$ cat src/rtl/mac_pkg.sv
// Shared XGMII control codes, frame constants and TX mapper state encoding.
package mac_pkg;

    localparam logic [7:0]  XGMII_IDLE   = 8'h07;
    localparam logic [7:0]  XGMII_START  = 8'hFB;
    localparam logic [7:0]  XGMII_TERM   = 8'hFD;
    localparam logic [7:0]  XGMII_ERROR  = 8'hFE;
    localparam logic [63:0] PREAMBLE_SFD = 64'hD555555555555555;
    localparam logic [63:0] IDLE_COL     = {8{XGMII_IDLE}};
    localparam logic [63:0] ERROR_COL    = {8{XGMII_ERROR}};

    typedef enum logic [2:0] {
        StIdle,
        StData,
        StTerm,
        StIpg,
        StDrop
    } tx_state_e;

    // A last-word byte count of 0 or anything above 8 means a full word.
    function automatic logic [3:0] norm_last_bytes(logic [3:0] raw);
        return (raw == 4'd0 || raw > 4'd8) ? 4'd8 : raw;
    endfunction

    // Whole idle columns needed after the /T/ column; lanes above t_lane already carry idles.
    function automatic int unsigned ipg_cols(int unsigned min_ipg, int unsigned t_lane);
        int rem;
        rem = int'(min_ipg) - (7 - int'(t_lane));
        return (rem <= 0) ? 0 : (rem + 7) / 8;
    endfunction

endpackage

$ cat src/rtl/xgmii_term_builder.sv
// Builds an XGMII column for the final word of a frame: n data lanes, /T/ in lane n, idles above.
module xgmii_term_builder
    import mac_pkg::*;
(
    input  logic [63:0] i_data,
    input  logic [3:0]  i_n,
    output logic [63:0] o_txd,
    output logic [7:0]  o_txc
);

    always_comb begin
        o_txd = IDLE_COL;
        o_txc = 8'hFF;
        for (int k = 0; k < 8; k++) begin
            if (4'(k) < i_n) begin
                o_txd[8*k +: 8] = i_data[8*k +: 8];
                o_txc[k]        = 1'b0;
            end else if (4'(k) == i_n) begin
                o_txd[8*k +: 8] = XGMII_TERM;
            end
        end
    end

endmodule

$ cat src/rtl/mac_xgmii_tx_mapper.sv
// Maps a 64-bit frame word stream (preamble first) onto XGMII TX columns with /S/, /T/,
// inter-packet gap enforcement and underflow error signalling.
module mac_xgmii_tx_mapper
    import mac_pkg::*;
#(
    parameter int unsigned MIN_IPG_BYTES = 12
) (
    input  logic        clk,
    input  logic        i_rst,
    input  logic        i_valid,
    input  logic [63:0] i_data,
    input  logic        i_last,
    input  logic [3:0]  i_last_bytes,
    output logic        o_ready,
    output logic [63:0] o_txd,
    output logic [7:0]  o_txc,
    output logic        o_frame_done,
    output logic        o_err
);

    localparam int unsigned CntW     = 16;
    localparam int unsigned TermCols = ipg_cols(MIN_IPG_BYTES, 0);

    tx_state_e         state_q, state_d;
    logic [CntW-1:0]   cnt_q, cnt_d;
    logic [63:0]       txd_q, txd_d;
    logic [7:0]        txc_q, txc_d;
    logic              frame_done_q, frame_done_d;
    logic              err_q, err_d;

    logic              ready;
    logic [3:0]        n_norm;
    logic [3:0]        term_n;
    logic [63:0]       term_txd;
    logic [7:0]        term_txc;
    logic              do_load;
    logic [CntW-1:0]   load_val;

    assign n_norm = norm_last_bytes(i_last_bytes);
    // The standalone terminate column is simply a zero-byte last word.
    assign term_n = (state_q == StTerm) ? 4'd0 : n_norm;

    xgmii_term_builder u_term_builder (
        .i_data (i_data),
        .i_n    (term_n),
        .o_txd  (term_txd),
        .o_txc  (term_txc)
    );

    always_comb begin
        state_d      = state_q;
        cnt_d        = cnt_q;
        txd_d        = IDLE_COL;
        txc_d        = 8'hFF;
        frame_done_d = 1'b0;
        err_d        = 1'b0;
        ready        = 1'b0;
        do_load      = 1'b0;
        load_val     = '0;

        unique case (state_q)
            StIdle: begin
                ready = 1'b1;
                if (i_valid) begin
                    if (i_last) begin
                        err_d = 1'b1;
                    end else begin
                        txd_d   = {i_data[63:8], XGMII_START};
                        txc_d   = 8'h01;
                        state_d = StData;
                    end
                end
            end
            StData: begin
                ready = 1'b1;
                if (!i_valid) begin
                    txd_d   = ERROR_COL;
                    err_d   = 1'b1;
                    state_d = StDrop;
                end else if (!i_last) begin
                    txd_d = i_data;
                    txc_d = 8'h00;
                end else begin
                    txd_d = term_txd;
                    txc_d = term_txc;
                    if (n_norm == 4'd8) begin
                        state_d = StTerm;
                    end else begin
                        frame_done_d = 1'b1;
                        do_load      = 1'b1;
                        load_val     = CntW'(ipg_cols(MIN_IPG_BYTES, {28'd0, n_norm}));
                    end
                end
            end
            StTerm: begin
                txd_d        = term_txd;
                txc_d        = term_txc;
                frame_done_d = 1'b1;
                do_load      = 1'b1;
                load_val     = CntW'(TermCols);
            end
            StIpg: begin
                if (cnt_q <= CntW'(1)) begin
                    state_d = StIdle;
                    cnt_d   = '0;
                end else begin
                    cnt_d = cnt_q - CntW'(1);
                end
            end
            StDrop: begin
                ready = 1'b1;
                if (i_valid && i_last) begin
                    state_d = StIpg;
                    cnt_d   = CntW'(2);
                end
            end
            default: state_d = StIdle;
        endcase

        if (do_load) begin
            cnt_d   = load_val;
            state_d = (load_val == '0) ? StIdle : StIpg;
        end
    end

    always_ff @(posedge clk or posedge i_rst) begin
        if (i_rst) begin
            state_q      <= StIdle;
            cnt_q        <= '0;
            txd_q        <= IDLE_COL;
            txc_q        <= 8'hFF;
            frame_done_q <= 1'b0;
            err_q        <= 1'b0;
        end else begin
            state_q      <= state_d;
            cnt_q        <= cnt_d;
            txd_q        <= txd_d;
            txc_q        <= txc_d;
            frame_done_q <= frame_done_d;
            err_q        <= err_d;
        end
    end

    assign o_ready      = ready & ~i_rst;
    assign o_txd        = txd_q;
    assign o_txc        = txc_q;
    assign o_frame_done = frame_done_q;
    assign o_err        = err_q;

endmodule

$ cat config.mk
export PLATFORM = sky130hd
export DESIGN_NAME = mac_xgmii_tx_mapper
export DESIGN_NICKNAME = d
export VERILOG_FILES = /design/src/rtl/mac_pkg.sv /design/src/rtl/xgmii_term_builder.sv /design/src/rtl/mac_xgmii_tx_mapper.sv
export SDC_FILE = /design/constraint.sdc
export NUM_CORES = 1
export LEC_CHECK = 0
export BUFFER_PORTS_ARGS = -buffer_cell sky130_fd_sc_hd__buf_2
export CORE_ASPECT_RATIO = 1.4
export CORE_UTILIZATION = 30
export DETAILED_ROUTE_END_ITERATION = 8
export PLACE_DENSITY = 0.54
export SYNTH_ARGS = -nofsm -noshare
export SYNTH_HDL_FRONTEND = slang
export SYNTH_SLANG_ARGS = --single-unit
$ cat constraint.sdc
create_clock -name clk -period 2.7 [get_ports clk]
set_input_delay 0.27 -clock clk [delete_from_list [all_inputs] [get_ports clk]]
set_output_delay 0.27 -clock clk [all_outputs]
set_load 0.01 [all_outputs]
==> summary by stage <==
Synthesis
The net count of the mapped netlist is just over 500. The count of state elements after synthesis is 93. The compound-cell area share of the yosys netlist came to 0.210. A synthesized cell averages 10.1 sq um. The number of instances in the synthesized netlist is 427.

Ranked by total cell area, the synthesized netlist is headed by sky130_fd_sc_hd__dfrtp_1 (35%), sky130_fd_sc_hd__dfstp_2 (19%), sky130_fd_sc_hd__nor2_1 (4.3%). In the synthesized netlist, the cells that appear most often are sky130_fd_sc_hd__dfrtp_1 (61), sky130_fd_sc_hd__nor2_1 (49), sky130_fd_sc_hd__dfstp_2 (32). The unique cell type count in the Yosys netlist is 54. The number of synthesized flops with an enable pin is 0.

The largest total area in the synthesized netlist belongs to sky130_fd_sc_hd__dfrtp_1. After synthesis, the share of cell area in mux cells is 0. Of the synthesized area, sequential elements account for 0.548. The fraction of post-synthesis cell area in the top cell type by area is 0.354. The fraction of registers with async set/reset is 1.00. The simple logic cell fraction of the synthesized area is 0.164. The xor and xnor area share after synthesis is 0.0264.

By area, the combinational part of the netlist is dominated by compound AO/OA/AOI/OAI gates. The most common cell in the synthesized netlist is sky130_fd_sc_hd__dfrtp_1. For this run, the number of Yosys warnings is 0. Among all flip-flop cells after synthesis, the most frequent one is sky130_fd_sc_hd__dfrtp_1. The adder and majority gate portion of the synthesized area is 0.0145. The netlist area before placement is 4320 sq um.

Placed design
Once placement finished, the instance area stood at about 5300 sq um. The count of buffers from port buffering is 146. The total half-perimeter wirelength after legalization and detailed placement is approximately 9500 um. The final weighted congestion in routability-driven placement is approximately 0.86.

Worst setup path
The kind of critical path is flop to flop. Data on the critical path is required at its endpoint by between 2 and 3 ns. The worst setup path is captured at a flop. The type of origin of the critical path is a flop.

The worst register-to-register path has a depth of 5. The register-to-register path setup slack is between 0.5 and 0.6 ns. In this run the critical register-to-register path is launched from state_q[1]$_DFFE_PP0P_.

The endpoint of the most critical register-to-register path is o_txd[17]$_DFF_PP1_. Of all nets on the critical path, the largest fanout is 14. Data on the critical path arrives at its endpoint at ~2.4 ns. In this run the worst setup path begins at state_q[1]$_DFFE_PP0P_.

Pwr
Power spread over the standard cell area amounts to 1060 nW/um^2. The maximum ir drop on the vdd rail is between 0.0003 and 0.0004 V. For this design the static power due to leakage is between 2 and 3 nW.

STA
The final number of max-transition violations came to 0. The post-route minimum period is roughly 2.1 ns. Timing would allow up to 0.469 GHz. Setup repair after global routing left no endpoint under its margin. Dividing the final minimum period by the clock period gives 0.789. Setup violations remaining at the end of the flow were counted as 0. For the pin with the worst max-slew slack, the measured transition is between 0.6 and 0.7 ns.

The total negative setup slack is 0 ns. The final number of hold-violating endpoints is 0. The worst slew margin relative to its limit is 0.547. Between clock sinks in the finished design, the worst skew comes to ~0.0054 ns.

Job
Across the run, the number of max-cap violations was 0.

CTS
The post-CTS setup repair buffer count is 0. For this design, the sink count on the clock tree is 93. The clock buffer count from CTS is 9.

The clock passes through at most 2 buffers. Clock-pin slew was measured on the worst setup and hold paths at 0.07 ns. The cell chosen for the clock root is sky130_fd_sc_hd__clkbuf_16.

The count of hold-fix buffers inserted at cts is 0. The CTS H-tree depth is 3. The number of instances resized during post-cts repair is 0.

The TritonCTS clock tree is built. For the worst-skew pair, the clock arrives at the later sink with an insertion delay of approximately 0.35 ns.

Hold path
The type of the most critical hold path is primary input to async pin.

Floorplanning
The core region area is 14,000 sq um. The die covers 14,900 sq um. Measured along the y axis, the die boundary spans roughly 140 um. From left edge to right edge, the die measures ~100 um.

Pin placement for this block handled 147 I/O pins. The initial core utilization is 0.309. Row generation in the floorplan step produced a little over 50 rows.

Global routing
The first global-routing pass estimated approximately 19,000 um of wire. The global-route usage over all layers is 0.170. The overall overflow remaining after global route is 0.

The number of antenna violations at the first check in global routing is 0. The via count of the first global-routing pass is approximately 3,600. The pin count of the biggest net entering global routing is 54.

Finish
The total area of multi-input combinational cells is 1790 sq um. The total inserted antenna cells is 0. The final layout contains 652 nets.

Summing all non-filler instances in the final layout gives an area of around 5600 sq um. The sequential cell area in the final layout is 2370 sq um. The final design utilization is 0.400. The layout filler cell count is 1,431. Relative to the synthesized area, the layout overhead comes to 29.4%. In the final layout, the share of cells above drive strength 1 is 0.383.

Routing
The first-pass iteration count of the detailed router is 4. The number of vias per cell after detailed routing is 4.90. Wires add up to roughly 12,000 um. The count of antenna-violating nets left after detailed routing is 0. The number of DRC violations after detailed routing is 0. Across all layers, the routed design uses 3,747 vias. The routed length per instance is 16.2 um. After the first detailed-routing iteration, the DRC count stood at 190.

Outcome
The flow ran to the end, and the final reports show no timing, DRC or antenna violations.
-- sequential cells by signal (all words and copies together) (netlist names) --
register,cells
cnt_q,16
o_err,1
state_q,3
o_frame_done,1
o_txc,8
o_txd,64
-- how the worst max path moves through the flow --
stage                                        end  slack (ns)  cells after the start
final                        o_txd[17]$_DFF_PP1_        0.57                      5
after CTS                    o_txd[17]$_DFF_PP1_        0.53                      5
after global placement     cnt_q[12]$_DFFE_PP0P_        0.35                     10
after global routing         o_txd[17]$_DFF_PP1_        0.37                      5
after detailed placement  state_q[1]$_DFFE_PP0P_        0.31                      9
after floorplan             cnt_q[0]$_DFFE_PP0P_        0.06                      1
-- final cells by class --
cell class,count,share of cell area
flip-flops and latches,93,0.424
clock buffers,10,0.0428
well taps,185,0.0414
clock inverters,6,0.00828
repair buffers,160,0.152
multi-input cells,294,0.320
inverters,17,0.0119
-- per-stage QoR --
| stage | std cells | setup slack (ns) | hold WS, ns | power, mW |
|---|---|---|---|---|
| final | 765 | 0.569 | 0.0394 | 5.94 |
| after CTS | 765 | 0.534 | 0.0603 | 6.01 |
| after floorplan | 427 | 0.0626 | 0.363 | 3.79 |
| after detailed placement | 749 | 0.308 | 0.439 | 4.79 |
| after global routing | 765 | 0.366 | 0.0887 | 6.38 |
| after global placement | 749 | 0.354 | 0.425 | 4.74 |
-- critical path: stages (launching register included) --
cell	delay, ns
sky130_fd_sc_hd__dfrtp_1	0.52
sky130_fd_sc_hd__nor2_1	0.42
sky130_fd_sc_hd__nand2_1	0.33
sky130_fd_sc_hd__a21oi_1	0.46
sky130_fd_sc_hd__nand2b_1	0.19
sky130_fd_sc_hd__o32a_1	0.15
-- cell usage in the layout (no fill, tap or decap), types with 4 or more instances in the layout --
cell,netlist,final
sky130_fd_sc_hd__buf_2,8,146
sky130_fd_sc_hd__inv_1,15,14
sky130_fd_sc_hd__nor3_1,5,5
sky130_fd_sc_hd__nor3b_1,4,4
sky130_fd_sc_hd__nor2b_1,7,7
sky130_fd_sc_hd__ha_1,5,5
sky130_fd_sc_hd__o211ai_1,9,9
sky130_fd_sc_hd__a21o_1,13,13
sky130_fd_sc_hd__o21a_1,22,22
sky130_fd_sc_hd__nand2_1,27,27
sky130_fd_sc_hd__or3_1,5,5
sky130_fd_sc_hd__a21oi_1,30,30
sky130_fd_sc_hd__o21ai_1,6,6
sky130_fd_sc_hd__dfrtp_1,61,61
sky130_fd_sc_hd__nand3_1,10,10
sky130_fd_sc_hd__o2111ai_1,5,5
sky130_fd_sc_hd__o21ai_0,26,26
sky130_fd_sc_hd__and3_1,4,4
sky130_fd_sc_hd__nor2_1,49,49
sky130_fd_sc_hd__or2_2,4,4
sky130_fd_sc_hd__buf_4,0,13
sky130_fd_sc_hd__xor2_1,13,13
sky130_fd_sc_hd__clkbuf_16,0,9
sky130_fd_sc_hd__dfstp_2,32,32
-- where the power goes --
part | switching, mW | internal (mW)
combinational | 1.46 | 0.979
clock | 0.551 | 0.654
sequential | 0.258 | 2.04
total | 2.27 | 3.67
-- cells by family (layout without fill, tap and decap cells) --
group,Yosys count,count (layout)
and+or+nand+nor,140,140
AOI/OAI and AO/OA,136,136
DFF,93,93
buffers and inverters,40,193
xor gates and xnor gates,13,13
adders and majority gates,5,5
-- metal layers --
layer | vias to the layer above | GRT usage | routed length [um]
met1 | 1816 | 0.199 | 5110
met2 | 111 | 0.290 | 6410
li1 | 1805 | - | -
met4 | 0 | 0.0682 | 256
met3 | 15 | 0.0482 | 585
met5 | - | 0 | 0
Power figures use the tool's default switching activity.
